<file path="src/rtl/pc_sequencer.sv">
// pc_sequencer: next-address unit for the execute stage.
// Owns the program counter, a hardware call/return stack, conditional and
// direct jumps and the MEMW hold cycles. All outputs are registered.
//
// Ports:
//   clk           rising-edge clock
//   rst           synchronous active-high reset (pc=RESET_ADDR, all state cleared)
//   start         synchronous load of START_ADDR (error flags kept)
//   inst_valid    opcode/operands valid this cycle
//   opcode        instruction bits [15:12]
//   imm           direct jump target
//   reg_target    register-file target value (zero-extended)
//   reg_cond      register-file condition value (zero means "jump")
//   err_clr       clears sticky error flags (a same-cycle set wins)
//   pc            current program counter (instruction BRAM address)
//   taken         last update loaded a non-sequential target
//   busy          pc held for a MEMW
//   depth         return-stack occupancy
//   overflow_err  sticky: CALL with stack full
//   underflow_err sticky: RET with stack empty
module pc_sequencer #(
  parameter int unsigned ADDR_W      = 12,
  parameter int unsigned DATA_W      = 8,
  parameter int unsigned STACK_DEPTH = 8,
  parameter int unsigned START_ADDR  = 3,
  parameter int unsigned RESET_ADDR  = 0,
  parameter int unsigned MEMW_WAIT   = 1
) (
  input  logic                             clk,
  input  logic                             rst,
  input  logic                             start,
  input  logic                             inst_valid,
  input  logic [3:0]                       opcode,
  input  logic [ADDR_W-1:0]                imm,
  input  logic [DATA_W-1:0]                reg_target,
  input  logic [DATA_W-1:0]                reg_cond,
  input  logic                             err_clr,
  output logic [ADDR_W-1:0]                pc,
  output logic                             taken,
  output logic                             busy,
  output logic [$clog2(STACK_DEPTH+1)-1:0] depth,
  output logic                             overflow_err,
  output logic                             underflow_err
);

  localparam int unsigned DepthW = $clog2(STACK_DEPTH + 1);
  localparam int unsigned PtrW   = $clog2(STACK_DEPTH);
  // Keep the counter at least one bit wide so MEMW_WAIT=0 still elaborates.
  localparam int unsigned CntW   = (MEMW_WAIT > 0) ? $clog2(MEMW_WAIT + 1) : 1;

  localparam logic [CntW-1:0]   WaitMax = CntW'(MEMW_WAIT);
  localparam logic [DepthW-1:0] Full    = DepthW'(STACK_DEPTH);
  localparam logic [ADDR_W-1:0] StartPc = ADDR_W'(START_ADDR);
  localparam logic [ADDR_W-1:0] ResetPc = ADDR_W'(RESET_ADDR);

  localparam logic [3:0] OpJmpc = 4'b1000;
  localparam logic [3:0] OpJmpd = 4'b1001;
  localparam logic [3:0] OpCall = 4'b1010;
  localparam logic [3:0] OpRet  = 4'b1011;
  localparam logic [3:0] OpMemw = 4'b1101;

  logic [ADDR_W-1:0] pc_q, pc_d;
  logic              taken_q, taken_d;
  logic              busy_q, busy_d;
  logic [DepthW-1:0] depth_q, depth_d;
  logic [CntW-1:0]   wcnt_q, wcnt_d;
  logic              ovf_q, ovf_d;
  logic              unf_q, unf_d;

  logic [ADDR_W-1:0] stack_q [STACK_DEPTH];
  logic              push;
  logic [PtrW-1:0]   push_idx;
  logic [PtrW-1:0]   pop_idx;
  logic [ADDR_W-1:0] seq;
  logic [ADDR_W-1:0] target;

  assign seq      = pc_q + 1'b1;
  assign target   = ADDR_W'(reg_target);
  assign push_idx = depth_q[PtrW-1:0];
  assign pop_idx  = PtrW'(depth_q - 1'b1);

  always_comb begin
    pc_d    = pc_q;
    taken_d = 1'b0;
    busy_d  = busy_q;
    depth_d = depth_q;
    wcnt_d  = wcnt_q;
    ovf_d   = ovf_q;
    unf_d   = unf_q;
    push    = 1'b0;

    // Clear first so that a set later in this block overrides it.
    if (err_clr) begin
      ovf_d = 1'b0;
      unf_d = 1'b0;
    end

    if (start) begin
      pc_d    = StartPc;
      depth_d = '0;
      wcnt_d  = '0;
      busy_d  = 1'b0;
    end else if (inst_valid) begin
      wcnt_d = '0;
      busy_d = 1'b0;
      pc_d   = seq;
      case (opcode)
        OpJmpc: begin
          if (reg_cond == '0) begin
            pc_d    = target;
            taken_d = 1'b1;
          end
        end
        OpJmpd: begin
          pc_d    = imm;
          taken_d = 1'b1;
        end
        OpCall: begin
          if (depth_q < Full) begin
            push    = 1'b1;
            depth_d = depth_q + 1'b1;
            pc_d    = target;
            taken_d = 1'b1;
          end else begin
            ovf_d = 1'b1;
          end
        end
        OpRet: begin
          if (depth_q != '0) begin
            pc_d    = stack_q[pop_idx];
            depth_d = depth_q - 1'b1;
            taken_d = 1'b1;
          end else begin
            unf_d = 1'b1;
          end
        end
        OpMemw: begin
          if (wcnt_q < WaitMax) begin
            pc_d   = pc_q;
            wcnt_d = wcnt_q + 1'b1;
            busy_d = 1'b1;
          end
        end
        default: ;
      endcase
    end
  end

  always_ff @(posedge clk) begin
    if (rst) begin
      pc_q    <= ResetPc;
      taken_q <= 1'b0;
      busy_q  <= 1'b0;
      depth_q <= '0;
      wcnt_q  <= '0;
      ovf_q   <= 1'b0;
      unf_q   <= 1'b0;
    end else begin
      pc_q    <= pc_d;
      taken_q <= taken_d;
      busy_q  <= busy_d;
      depth_q <= depth_d;
      wcnt_q  <= wcnt_d;
      ovf_q   <= ovf_d;
      unf_q   <= unf_d;
    end
  end

  // Stack storage needs no reset; occupancy alone defines valid entries.
  always_ff @(posedge clk) begin
    if (!rst && push) begin
      stack_q[push_idx] <= seq;
    end
  end

  assign pc            = pc_q;
  assign taken         = taken_q;
  assign busy          = busy_q;
  assign depth         = depth_q;
  assign overflow_err  = ovf_q;
  assign underflow_err = unf_q;

endmodule

</file>
<file path="config.mk">
export PLATFORM = sky130hd
export DESIGN_NAME = pc_sequencer
export DESIGN_NICKNAME = d
export VERILOG_FILES = /design/src/rtl/pc_sequencer.sv
export SDC_FILE = /design/constraint.sdc
export NUM_CORES = 1
export LEC_CHECK = 0
export ABC_AREA = 1
export BUFFER_PORTS_ARGS = -buffer_cell sky130_fd_sc_hd__buf_2
export CORE_MARGIN = 2
export CORE_UTILIZATION = 59
export CTS_BUF_LIST = sky130_fd_sc_hd__clkbuf_8 sky130_fd_sc_hd__clkbuf_16
export DETAILED_ROUTE_END_ITERATION = 6
export GPL_TIMING_DRIVEN = 0
export HOLD_SLACK_MARGIN = 0.05
export PLACE_DENSITY = 0.83
export SLEW_MARGIN = 20
export SYNTH_ARGS = -nofsm -noshare
export SYNTH_HDL_FRONTEND = slang
export SYNTH_SLANG_ARGS = --single-unit
</file>
<file path="constraint.sdc">
create_clock -name clk -period 2.7 [get_ports clk]
set_input_delay 0.54 -clock clk [delete_from_list [all_inputs] [get_ports clk]]
set_output_delay 0.54 -clock clk [all_outputs]
set_load 0.01 [all_outputs]
</file>
==> qor.yml <==
pwr-share-clk_pct: 52.3
crit_buf_inv: 6
antenna_found_initial: 0
cp_slowest_stage_delay_ns: 0.36
powerDensity_nw_per_um2: 678.9
dpl.hpwl_mm: 9.899
worst_pin_slew_ns: 0.8041
synthDistinctLibCells: 32
period_minus_slack_ns: 2.531
fmax_mhz: 395.2
worstSetupStartpointType: "flip-flop"
cts_tree: "built"
finalHoldViolations: 0
cpMostUsedCell: "nand2_1"
syn2layout_area_growth_pct: 20.94
cts_buffers: 17
routabilityCongestion: 0.8916
power_frac_comb_pct: 4.2
crit_fanout: 10
dpl_cell_area_sq_um: 5984
vias: 4667
place_ws_ns: -0.03288
critPathTopFamily: "buffers and inverters"
max_cap_viol_count: 0
viasPerCell: 5.812
nFillCells: 613
cp-end-kind: "flip-flop"
required_ns: 3.12
ios: 57
drive_gt1_share_pct: 20.38
cts.sinks: 116
leakage_nw: 2.885
grt_pass1_vias: 4523
synth_seq_cells: 116
cp.arrival_ns: 2.95
power_frac_seq_pct: 43.6
initial_core_util_pct: 60.01
wl_per_cell_um: 18.70
drtPass1Iterations: 6
rsz0062_at_grt: "false"
p_int_mw: 3.513
finClkSkew_ns: 0.005895
grt-ovfl-total: 0
die_height_um: 100.3
place_inst: 771
port_buffers: 56
ant_nets: 0
dieWidth_um: 100.3
htree_num_levels: 4
seq_area_frac_synth_pct: 60.06
cts_hold_buf: 0
grt_max_degree: 17
setup_violations: 0
drt_iter0_drc: 526
cp_slowest_cell: "dfxtp_1"
rows: 35
finalWorstSetupSlack_ns: 0.1694
peakVddDrop_uv: 533.9
clk_latency_ns: 0.52
antenna_cells: 0
final_util_pct: 72.58
die_area_sq_um: 10050
netSwitchingFraction_pct: 21.72
status: "complete, no violations"
grt_usage_pct: 31.54
slew_viol_final: 0
synthesis.nets: 638
min_period_over_period_pct: 93.73
routed_wl_mm: 15.02
drc: 0
p_sw_mw: 0.9749
clockBufferDepth: 2
core_sq_um: 9109
path_cells: "buf_2 > inv_2 > buf_2 > ha_1 > inv_1 > nand2_1 > nand2_1 > buf_4 > o21ai_0 > o21ai_0 > nand3_1 > nand2_1 > inv_1"
whs_ns: 0.2968
timing.slew.headroom_pct: 46.21
synth_warnings: 0
syn-cell-area_sq_um: 5466
stdcell_count: 803
nets: 719
hold_path_class: "primary input to flip-flop"
grt_pass1_wl_mm: 23.39
clk_pin_slew_ns: 0.06
fin_area_sq_um: 6611
synthCells: 598
worstSetupPathType: "flip-flop to flip-flop"
cts-root-buf: "clkbuf_8"
syn_avg_cell_area_sq_um: 9.141
## registers in the layout, indices dropped and copies added, names as in the netlist
name	flops
pc	12
busy	1
stack_q	96
overflow_err	1
underflow_err	1
taken	1
depth	4
## metrics by stage
stage,total power [mW],setup TNS (ns)
2_1_floorplan,2.094,0
3_5_place_dp,2.173,-0.2002
5_1_grt,4.590,0
4_1_cts,4.484,0
6_report,4.488,0
3_3_place_gp,2.167,-55.51
## per-layer routing
metal / up-vias / GRT usage (%) / routed length [um] / share of wire, %
met5: - / 0 / 0 / 0
met4: 0 / 15.91 / 485 / 3.2
met3: 44 / 7.451 / 1610 / 11
met2: 336 / 50.75 / 7326 / 49
met1: 2137 / 40.19 / 5594 / 37
li1: 2150 / - / - / -
## worst paths after layout
check | from | end | slack, ns | cells after the start
worst min-delay path | err_clr | underflow_err | 0.30 | 4
worst min register to register | underflow_err | underflow_err | 0.48 | 2
worst max register to register | depth[0] | pc[9] | 0.17 | 13
worst max-delay path | depth[0] | pc[9] | 0.17 | 13
## worst reg2reg max path, stage by stage (launching register included)
cell,delay [ns]
dfxtp_1,0.36
buf_2,0.20
inv_2,0.10
buf_2,0.21
ha_1,0.29
inv_1,0.10
nand2_1,0.06
nand2_1,0.25
buf_4,0.28
o21ai_0,0.11
o21ai_0,0.25
nand3_1,0.10
nand2_1,0.08
inv_1,0.04
## cell usage in the layout (no fill, tap or decap), types with 3 or more instances in the layout
cell type  instances
inv_6              3
nor3_2             7
edfxtp_1          96
a21oi_1           29
o21ai_1            5
nand2_1          180
inv_2              6
bufinv_16          4
nor2_1            36
o21ai_0           23
nand3_1           80
dfxtp_1           20
ha_1               3
buf_6              5
clkbuf_1           4
nor2_2             6
clkinv_4           4
buf_2             69
buf_4              4
xor2_1             6
inv_1             58
clkbuf_16         16
## cell type report
class	count	area (sq um)	area share [%]
Timing Repair Buffer	62	344.1	5.204
Buffer	23	116.4	1.760
Sequential cell	116	3283	49.66
Clock inverter	15	205.2	3.104
Tap cell	111	138.9	2.101
Multi-Input combinational cell	393	1857	28.08
Clock buffer	17	414.1	6.264
Inverter	66	252.7	3.823
## power by group through the flow
stage	sequential, mW	clock, mW	combinational [mW]
finish	1.96	2.35	0.187
global route	1.96	2.43	0.206
CTS	1.96	2.35	0.184
detailed placement	1.99	0	0.181
global placement	1.99	0	0.175
floorplan	1.99	0	0.0998
## synth_stat cells (all sizes together)
library cell | instances | area [sq um]
buf | 17 | 86.33
a21oi | 29 | 145.1
or2 | 2 | 12.51
nor2 | 45 | 219.0
nand4 | 2 | 12.51
a21boi | 2 | 15.01
ha | 3 | 37.54
nor3b | 1 | 7.510
xor2 | 6 | 52.55
a31oi | 1 | 6.260
xnor2 | 2 | 17.52
nand2 | 183 | 699.4
edfxtp | 96 | 2883
clkbuf | 6 | 22.52
nand3 | 80 | 400.4
inv | 66 | 252.7
dfxtp | 20 | 400.4
nand3b | 1 | 7.510
o21ai | 29 | 148.9
nor3 | 7 | 40.04
## kinds of logic after synthesis
group	after synthesis	synth area share (%)
XOR/XNOR	8	1.282
buffers and inverters	89	6.615
AND/OR/NAND/NOR	321	25.59
AO/OA/AOI/OAI	61	5.768
flip-flops	116	60.06
adder cells (fa/ha/maj)	3	0.6867
## repair_timing
item                       4_1_cts  5_1_grt
buffers inserted                 0        0
hold endpoints to repair         0        0
setup endpoints to repair        7       11
gates resized for setup          1        7
gates cloned                     0        0
Power figures use the tool's default switching activity.
